[src/rtl/wb_arbiter.sv]
// -----------------------------------------------------------------------------
// wb_arbiter
//
// Purpose:
//   Shares the single register-file write port between two write-back
//   sources: ALU results and memory load returns. Each source feeds a small
//   FIFO. A fixed-priority arbiter (memory first) with an ALU anti-starvation
//   counter drains both FIFOs into a registered write port. A pending-write
//   mask (oBusyRd) lets decode stall on RAW hazards against queued writes.
//
// Optional feature (macro WB_BYPASS_EN):
//   When defined, a source whose FIFO is empty competes with its incoming
//   transfer. A winning transfer goes straight to the write-port registers
//   (1-cycle latency) and is never stored. A losing transfer is queued as
//   normal. When undefined, every write goes through a FIFO (2-cycle latency)
//   and there is no combinational path from the inputs to the write port.
//
// Ports:
//   iClk, iRst                    clock, asynchronous active-low reset
//   iAluValid/iAluRd/iAluData     ALU write-back request
//   oAluReady                     ALU FIFO can accept
//   iMemValid/iMemRd/iMemData     load write-back request
//   oMemReady                     memory FIFO can accept
//   oWrEn/oWrAddr/oWrData         registered register-file write port
//   oBusyRd                       bit r set while a queued entry targets r
// -----------------------------------------------------------------------------
module wb_arbiter #(
    parameter int XLEN         = 32,
    parameter int REG_AW       = 5,
    parameter int FIFO_DEPTH   = 2,
    parameter int STARVE_LIMIT = 4
) (
    input  logic                 iClk,
    input  logic                 iRst,
    input  logic                 iAluValid,
    input  logic [REG_AW-1:0]    iAluRd,
    input  logic [XLEN-1:0]      iAluData,
    output logic                 oAluReady,
    input  logic                 iMemValid,
    input  logic [REG_AW-1:0]    iMemRd,
    input  logic [XLEN-1:0]      iMemData,
    output logic                 oMemReady,
    output logic                 oWrEn,
    output logic [REG_AW-1:0]    oWrAddr,
    output logic [XLEN-1:0]      oWrData,
    output logic [2**REG_AW-1:0] oBusyRd
);

    localparam int AW = $clog2(FIFO_DEPTH);
    localparam int CW = AW + 1;
    localparam int SW = $clog2(STARVE_LIMIT + 1);
    localparam logic [SW-1:0] STARVE_MAX = SW'(STARVE_LIMIT);
    localparam logic [CW-1:0] FULL_CNT   = CW'(FIFO_DEPTH);

    logic                  rst_done;

    logic [REG_AW-1:0]     alu_rd_q   [FIFO_DEPTH];
    logic [XLEN-1:0]       alu_data_q [FIFO_DEPTH];
    logic [FIFO_DEPTH-1:0] alu_vld;
    logic [AW-1:0]         alu_rptr, alu_wptr;
    logic [CW-1:0]         alu_cnt;

    logic [REG_AW-1:0]     mem_rd_q   [FIFO_DEPTH];
    logic [XLEN-1:0]       mem_data_q [FIFO_DEPTH];
    logic [FIFO_DEPTH-1:0] mem_vld;
    logic [AW-1:0]         mem_rptr, mem_wptr;
    logic [CW-1:0]         mem_cnt;

    logic [SW-1:0]         starve_cnt;

    logic                  alu_empty, alu_full, alu_acc, alu_push, alu_pop;
    logic                  mem_empty, mem_full, mem_acc, mem_push, mem_pop;
    logic                  alu_cand, mem_cand, alu_win, mem_win, starved;
    logic [REG_AW-1:0]     alu_c_rd, mem_c_rd;
    logic [XLEN-1:0]       alu_c_data, mem_c_data;
    logic [2**REG_AW-1:0]  busy;

    assign alu_empty = (alu_cnt == '0);
    assign alu_full  = (alu_cnt == FULL_CNT);
    assign mem_empty = (mem_cnt == '0);
    assign mem_full  = (mem_cnt == FULL_CNT);

    // Ready never depends on the other source, only on reset-done and fullness.
    assign oAluReady = rst_done & ~alu_full;
    assign oMemReady = rst_done & ~mem_full;

    // Writes to x0 are accepted by the handshake but never enter the datapath.
    assign alu_acc = iAluValid & oAluReady & (iAluRd != '0);
    assign mem_acc = iMemValid & oMemReady & (iMemRd != '0);

    // Candidates are the FIFO heads; with bypass an empty FIFO offers its
    // incoming transfer instead. Memory wins ties unless the ALU is starved.
    always_comb begin
        alu_cand   = ~alu_empty;
        alu_c_rd   = alu_rd_q[alu_rptr];
        alu_c_data = alu_data_q[alu_rptr];
        mem_cand   = ~mem_empty;
        mem_c_rd   = mem_rd_q[mem_rptr];
        mem_c_data = mem_data_q[mem_rptr];
`ifdef WB_BYPASS_EN
        if (alu_empty) begin
            alu_cand   = alu_acc;
            alu_c_rd   = iAluRd;
            alu_c_data = iAluData;
        end
        if (mem_empty) begin
            mem_cand   = mem_acc;
            mem_c_rd   = iMemRd;
            mem_c_data = iMemData;
        end
`endif
        starved = (starve_cnt == STARVE_MAX);
        alu_win = alu_cand & (~mem_cand | starved);
        mem_win = mem_cand & ~alu_win;
    end

    // A winning candidate from an empty FIFO is a bypass and is never stored.
    assign alu_push = alu_acc & ~(alu_win & alu_empty);
    assign alu_pop  = alu_win & ~alu_empty;
    assign mem_push = mem_acc & ~(mem_win & mem_empty);
    assign mem_pop  = mem_win & ~mem_empty;

    // Reset-done flag releases both ready outputs one edge after reset lifts.
    always_ff @(posedge iClk or negedge iRst) begin
        if (!iRst) rst_done <= 1'b0;
        else       rst_done <= 1'b1;
    end

    // ALU FIFO control; per-entry valid bits feed the busy mask directly.
    always_ff @(posedge iClk or negedge iRst) begin
        if (!iRst) begin
            alu_rptr <= '0;
            alu_wptr <= '0;
            alu_cnt  <= '0;
            alu_vld  <= '0;
        end else begin
            if (alu_pop) begin
                alu_rptr          <= alu_rptr + 1'b1;
                alu_vld[alu_rptr] <= 1'b0;
            end
            if (alu_push) begin
                alu_wptr          <= alu_wptr + 1'b1;
                alu_vld[alu_wptr] <= 1'b1;
            end
            alu_cnt <= alu_cnt + CW'(alu_push) - CW'(alu_pop);
        end
    end

    // Memory FIFO control, mirror of the ALU side.
    always_ff @(posedge iClk or negedge iRst) begin
        if (!iRst) begin
            mem_rptr <= '0;
            mem_wptr <= '0;
            mem_cnt  <= '0;
            mem_vld  <= '0;
        end else begin
            if (mem_pop) begin
                mem_rptr          <= mem_rptr + 1'b1;
                mem_vld[mem_rptr] <= 1'b0;
            end
            if (mem_push) begin
                mem_wptr          <= mem_wptr + 1'b1;
                mem_vld[mem_wptr] <= 1'b1;
            end
            mem_cnt <= mem_cnt + CW'(mem_push) - CW'(mem_pop);
        end
    end

    // FIFO storage needs no reset: entries are qualified by the valid bits.
    always_ff @(posedge iClk) begin
        if (alu_push) begin
            alu_rd_q[alu_wptr]   <= iAluRd;
            alu_data_q[alu_wptr] <= iAluData;
        end
        if (mem_push) begin
            mem_rd_q[mem_wptr]   <= iMemRd;
            mem_data_q[mem_wptr] <= iMemData;
        end
    end

    // Counts consecutive ALU losses; any cycle without an ALU loss clears it.
    always_ff @(posedge iClk or negedge iRst) begin
        if (!iRst) begin
            starve_cnt <= '0;
        end else if (alu_cand && mem_win) begin
            if (!starved) starve_cnt <= starve_cnt + 1'b1;
        end else begin
            starve_cnt <= '0;
        end
    end

    // Registered write port; address and data hold when nothing wins.
    always_ff @(posedge iClk or negedge iRst) begin
        if (!iRst) begin
            oWrEn   <= 1'b0;
            oWrAddr <= '0;
            oWrData <= '0;
        end else if (alu_win) begin
            oWrEn   <= 1'b1;
            oWrAddr <= alu_c_rd;
            oWrData <= alu_c_data;
        end else if (mem_win) begin
            oWrEn   <= 1'b1;
            oWrAddr <= mem_c_rd;
            oWrData <= mem_c_data;
        end else begin
            oWrEn   <= 1'b0;
        end
    end

    // Busy mask covers queued entries only, not the write-port register.
    always_comb begin
        busy = '0;
        for (int i = 0; i < FIFO_DEPTH; i++) begin
            if (alu_vld[i]) busy[alu_rd_q[i]] = 1'b1;
            if (mem_vld[i]) busy[mem_rd_q[i]] = 1'b1;
        end
    end

    assign oBusyRd = busy;

endmodule

[config.mk]
export PLATFORM = sky130hd
export DESIGN_NAME = wb_arbiter
export DESIGN_NICKNAME = d
export VERILOG_FILES = /design/src/rtl/wb_arbiter.sv
export SDC_FILE = /design/constraint.sdc
export NUM_CORES = 1
export LEC_CHECK = 0
export CORE_MARGIN = 5
export CORE_UTILIZATION = 48
export CTS_CLUSTER_SIZE = 10
export DETAILED_ROUTE_END_ITERATION = 10
export PLACE_DENSITY = 0.88
export SYNTH_ARGS = -nofsm -noshare
export SYNTH_HDL_FRONTEND = slang
export SYNTH_SLANG_ARGS = --single-unit
[constraint.sdc]
create_clock -name iClk -period 2.7 [get_ports iClk]
set_input_delay 0.405 -clock iClk [delete_from_list [all_inputs] [get_ports iClk]]
set_output_delay 0.405 -clock iClk [all_outputs]
set_load 0.02 [all_outputs]
==> impl_results.md, run 1 <==
* Outcome: finished clean
* Slowest-stage cell, CP: clkdlybuf4s50_1
* Post-synthesis mux area share at 0.0430
* Synth top area share at 0.503
* Crit end category: output pin
* IO Pins at 150
* Synth Area in Adders at 0.00849
* Post-Layout Cell Count at 1040
* Post-DP HPWL at 15200 um
* GRT overflow at 0
* FILL cells at 1330
* Final core utilization at 0.637
* Nets at 877
* Core area at 0.0180 mm^2
* Pin slew with the least headroom to its limit at 1.19 ns
* Number of synthesized flops with an enable pin at 148
* Highest clock rate at 384 MHz
* Count of pins over their slew limit at 0
* Initial DRC count at 492
* Fraction of registers with async set/reset at 0.267
* Initial Util at 0.490
* CTS tree: built
* Clock Skews at 0.00943 ns
* GP Congestion at 0.918
* Slew headroom at 0.207
* Deepest level of the CTS H-tree at 1
* Detail Route Antenna Nets at 0
* Die Ht at 146 um
* Mapped cell area at 0.00884 mm^2
* Fin crit period at 2.60 ns
* Global-route usage over all layers at 0.203
* Clock transition at the registers of the reported paths at 0.05 ns
* Syn_nets at 709
* Final setup violation count at 0
* Vias per cell at 5.91
* Dpl cells at 980
* Routed WL at 22300 um
* R2R Setup Slk at 0.29 ns
* Area growth, synth to finish at 30.0%
* Synth area leaders: edfxtp_1 50%, dfrtp_1 15%, a311oi_2 4.8%, mux2i_1 4.3%, nor2b_1 3.5%
* Compound-gate portion of the synthesized area at 0.157
* Placed cell area at 0.0106 mm^2
* Num CTS Buffers at 24
* Critical Path Source Type: flip-flop
* Hold Fails Final Rpt at 0
* Peak supply drop at 0.711 mV
* Slowest stage delay, CP at 0.64 ns
* Vias in the first global route at 6405
* Largest family of logic cells by synthesized area: compound AO/OA/AOI/OAI gates
* Routed vias at 6145
* Top Usage Layer GRT: met2
* Largest area contributor in the netlist: edfxtp_1
* PD cells at 1020 mW/mm^2
* Largest net degree at the start of global routing at 43
* Pre-Repair DR Iteration Count at 5
* Data arrival, critical path at 2.20 ns
* CTS Sinks at 202
* Period utilization at 0.964
* GR Util met3 at 0.0514
* Layout cells sized above 1 at 0.143
* Synth Area in XOR/XNOR at 0.00793
* Number of core rows at 49
* Antenna Cells at 0
* Crit path max fanout at 6
* Hold_ws at 0.447 ns
* Total power at 11.7 mW
* Initial antenna violation count at 1
* Reg2Reg Depth at 8
* Synthesized area per cell at 14.1 um^2
* Post-Synth Simple-Gate Area at 0.101
* Most used DFF post-synth: edfxtp_1
* Met1 usage in global routing at 0.263
* First-pass GRT wire length at 35000 um
* Full die area at 0.0212 mm^2
* Root Buffer: clkbuf_16
* Critical path type: reg -> out
* Synth Warn # at 0
* LEAKAGE at 4.22 nW
* Most frequent cells in the layout: 148 x edfxtp_1, 117 x clkdlybuf4s50_1, 52 x dfrtp_1
* M2 GR Usage at 0.341
* Routed wire per std cell at 21.4 um
* Count of unique library cells instantiated by Yosys at 53
* I/O Buffers at 149
* Worst EP required at 2.30 ns
* Remaining DRCs at 0
* Sequential area share after synthesis at 0.656
* MaxCap Viol Count at 0
* Yosys reg bits at 202
* Leading cell type in the layout, fill and taps excluded: edfxtp_1
* Post-route cell area at 0.0115 mm^2
* Worst min path class: in -> async
* Clock buffer depth at 3
* Post-synthesis cell count at 625
* Die W at 146 um
* Cell Chain, Critical Path: or2_2 > o221ai_1 > clkdlybuf4s50_1
* Unrepaired setup endpoints after global routing: no
* Skew-Pair Late Insertion Delay at 0.49 ns
[synthesized netlist by cell type (3+ instances only)]
cell type and count:
nor2_1 58, a22oi_1 18, xnor2_1 7, nor2b_1 49, nand2b_1 14, a311oi_1 9
or2_2 4, dfrtp_1 54, nand2_1 17, a211oi_1 37, ha_1 6, a32oi_1 6
o22a_1 3, clkbuf_1 23, edfxtp_1 148, inv_1 9, nand3_1 8, nor3_1 4
buf_6 4, o221ai_1 29, buf_2 10, a311oi_2 28, mux2i_1 38
[state kept, by name, summed over array words and instances, names as in the netlist]
signal,count
starve_cnt,3
alu_cnt,2
oWrAddr,5
mem_wptr,1
mem_cnt,2
alu_rd_q,10
mem_rptr,1
mem_data_q,64
alu_wptr,1
oWrEn,1
mem_rd_q,10
mem_vld,2
alu_rptr,1
alu_data_q,64
alu_vld,2
oWrData,32
rst_done,1
[worst max-delay path, delay by kind of cell, from the launching register on]
kind | cells | cell delay, ns
AO/OA/AOI/OAI | 1 | 0.18
buffers and inverters | 1 | 0.64
flip-flops | 1 | 0.51
AND/OR/NAND/NOR | 1 | 0.39
[timing repair]
| action | CTS | global route |
|---|---|---|
| hold buffers | 1 | 0 |
| setup endpoints to repair | 32 | 13 |
| endpoints found under the hold margin | 22 | 0 |
| resized for setup | 31 | 18 |
| buffers inserted | 14 | 1 |
[per-stage QoR]
step	setup slack (ns)	setup TNS, ns
2_1_floorplan	-0.0681	-5.04
3_3_place_gp	0.164	0
3_5_place_dp	0.0780	0
4_1_cts	0.000230	0
5_1_grt	0.000954	0
6_report	0.0982	0
[power by group]
group	switching [mW]	total [mW]	internal [mW]
registers	0.593	4.67	4.08
logic	2.25	4.10	1.85
clock network	1.15	2.92	1.77
[kinds of logic after synthesis]
family	Yosys count
mux	38
simple gates	172
other cells	1
buf+inv	50
compound gates	148
flops	202
fa+ha+maj	6
xor+xnor	8
[final cells by class]
| type | instances | area [um^2] | share of cell area |
|---|---|---|---|
| clock buffer | 43 | 713 | 0.0621 |
| clock inverter | 1 | 5.00 | 0.000436 |
| inverter | 10 | 37.5 | 0.00327 |
| multi-input combinational | 373 | 2880 | 0.251 |
| tap | 229 | 287 | 0.0249 |
| timing repair buffer | 182 | 1770 | 0.154 |
| sequential | 202 | 5800 | 0.505 |
[final timing paths]
path,start,end
hold / removal,iRst,oWrData[25]
hold reg to reg,starve_cnt[0],starve_cnt[0]
setup / recovery,mem_rd_q[1][0],oBusyRd[28]
min in group iClk,starve_cnt[0],starve_cnt[0]
max in group asynchronous,iRst,oWrData[10]
setup reg to reg,mem_cnt[0],alu_cnt[1]
[metal layers]
layer,up-vias,routed length [um]
met3,47,1970
met4,2,522
met2,317,10900
met5,-,11
met1,2984,8870
li1,2795,-
No activity file was read; power rests on OpenSTA's default activity.
==> inputs of run 2 (changes only) <==
ABC_CLOCK_PERIOD_IN_PS = 2700   (was default)
CTS_CLUSTER_SIZE = default   (was 10)
==> run 2 against run 1 <==
Against the previous run:
- total power increased by 0.21%
- sequential cell count unchanged
- critical path type unchanged
- largest cell class unchanged
- setup slack got worse by 0.0032 ns
- non-clock buffer count decreased by 2
- combinational power about the same
- global-route usage decreased by 0.29 points
- first-iteration DRC count decreased by 8.1%
- core utilization about the same
==> impl_results.md, run 2 (synthesized netlist as in run 1, its figures left out) <==
* Routed vias at 6102 (-0.70%)
* Area growth, synth to finish at 30.0% (about the same)
* Number of core rows at 49 (unchanged)
* Count of pins over their slew limit at 0 (unchanged)
* Initial antenna violation count at 1 (unchanged)
* PD cells at 1020 mW/mm^2 (+0.16%)
* Full die area at 0.0212 mm^2 (unchanged)
* IO Pins at 150 (unchanged)
* Remaining DRCs at 0 (unchanged)
* MaxCap Viol Count at 0 (unchanged)
* R2R Setup Slk at 0.28 ns (about the same)
* Hold Fails Final Rpt at 0 (unchanged)
* Crit end category: output pin
* Die W at 146 um (unchanged)
* Critical Path Source Type: flip-flop
* Skew-Pair Late Insertion Delay at 0.49 ns (about the same)
* Setup crit start: alu_rd_q[1][2]
* Total power at 11.7 mW (+0.21%)
* Pre-Repair DR Iteration Count at 5 (unchanged)
* Pin slew with the least headroom to its limit at 1.16 ns (-0.0271 ns)
* Reg-to-Reg End: alu_cnt[1]
* CTS tree: built
* Fin crit period at 2.61 ns (+0.00325 ns)
* Detail Route Antenna Nets at 0 (unchanged)
* First-pass GRT wire length at 34500 um (-1.2%)
* Root Buffer: clkbuf_16
* Period utilization at 0.965 (+0.00120)
* Layout cells sized above 1 at 0.152 (+0.00852)
* Post-DP HPWL at 15200 um (unchanged)
* Final setup violation count at 0 (unchanged)
* Outcome: finished clean
* Die Ht at 146 um (unchanged)
* Post-route cell area at 0.0115 mm^2 (about the same)
* Slew headroom at 0.225 (+0.0181)
* I/O Buffers at 149 (unchanged)
* Antenna Cells at 0 (unchanged)
* Worst min path class: in -> async
* Largest net degree at the start of global routing at 43 (unchanged)
* Reg2Reg Depth at 8 (unchanged)
* Num CTS Buffers at 22 (-8.3%)
* Initial DRC count at 452 (-8.1%)
* Unrepaired setup endpoints after global routing: no
* CP endpoint: oBusyRd[0]
* Leading cell type in the layout, fill and taps excluded: edfxtp_1
* Crit path max fanout at 4 (-2)
* FILL cells at 1344 (+1.1%)
* Nets at 873 (-0.46%)
* Core area at 0.0180 mm^2 (unchanged)
* Initial Util at 0.490 (unchanged)
* Most frequent cells in the layout: 148 x edfxtp_1, 117 x clkdlybuf4s50_1, 52 x dfrtp_1
* Highest clock rate at 384 MHz (-0.12%)
* Global-route usage over all layers at 0.200 (-0.00287)
* Clock Skews at 0.00953 ns (+0.0000991 ns)
* Vias per cell at 5.90 (-0.12%)
* Clock transition at the registers of the reported paths at 0.06 ns (about the same)
* CTS Sinks at 202 (unchanged)
* Peak supply drop at 0.726 mV (+2.1%)
* Critical path type: reg -> out
* Vias in the first global route at 6343 (-0.97%)
* Biggest regs: alu_data_q x64, mem_data_q x64, oWrData x32
* LEAKAGE at 4.22 nW (about the same)
* Placed cell area at 0.0106 mm^2 (unchanged)
* GRT overflow at 0 (unchanged)
* Routed wire per std cell at 21.2 um (-0.98%)
* Deepest level of the CTS H-tree at 1 (unchanged)
* GP Congestion at 0.918 (unchanged)
* Worst R2R Start: mem_cnt[0]
* Routed WL at 21900 um (-1.5%)
* Data arrival, critical path at 2.20 ns (about the same)
* Worst EP required at 2.30 ns (about the same)
* Clock buffer depth at 3 (unchanged)
-- run 2: what timing repair did --
item,CTS,global route
hold buffers,1,0
gates resized for setup,33,18
setup buffers,13,0
cloned,0,0
endpoints found under the hold margin,22,0
setup endpoints to repair,32,12
-- run 2: worst min-delay path by stage --
stage,startpoint,endpoint,slack (ns),cells after the start
6_report,iRst,oWrData[25],0.45,2
5_1_grt,iMemData[26],mem_data_q[1][26],0.48,1
4_1_cts,iRst,oWrData[25],0.45,2
3_5_place_dp,iRst,oWrData[25],0.43,1
3_3_place_gp,iRst,oWrData[25],0.43,1
2_1_floorplan,iRst,alu_cnt[0],0.11,0
-- run 2: metal layers --
layer  GRT usage  share of wire  wire length, um
met5           0        0.00059               13
met1       0.257           0.40             8780
met2       0.337           0.49            10600
met4      0.0532          0.024              534
met3      0.0517          0.089             1950
-- run 2: power breakdown --
group	internal [mW]	switching, mW
registers	4.08	0.593
clock network	1.82	1.14
logic	1.85	2.24
-- run 2: critical path: stages (launching register included) --
cell,delay (ns)
edfxtp_1,0.41
nand2b_1,0.23
or3_4,0.39
o32ai_1,0.26
a211o_1,0.16
clkdlybuf4s15_2,0.26
-- run 2: layout make-up --
cell class / instances / area, um^2 / area share
inverters: 10 / 37.5 / 0.00327
well taps: 229 / 287 / 0.0249
clock inverters: 7 / 65.1 / 0.00566
repair buffers: 180 / 1750 / 0.152
flip-flops and latches: 202 / 5800 / 0.505
multi-input cells: 373 / 2880 / 0.251
clock buffers: 33 / 673 / 0.0586
-- run 2: through the flow --
stage / utilization / hold WS [ns] / setup slack, ns / cells / TNS (ns)
2_1_floorplan: - / 0.109 / -0.0681 / 625 / -5.04
3_3_place_gp: 0.589 / 0.432 / 0.164 / 980 / 0
3_5_place_dp: 0.589 / 0.430 / 0.0780 / 980 / 0
4_1_cts: 0.635 / 0.452 / 0.00576 / 1034 / 0
5_1_grt: 0.638 / 0.484 / 0.00297 / 1034 / 0
6_report: 0.638 / 0.449 / 0.0949 / 1034 / 0
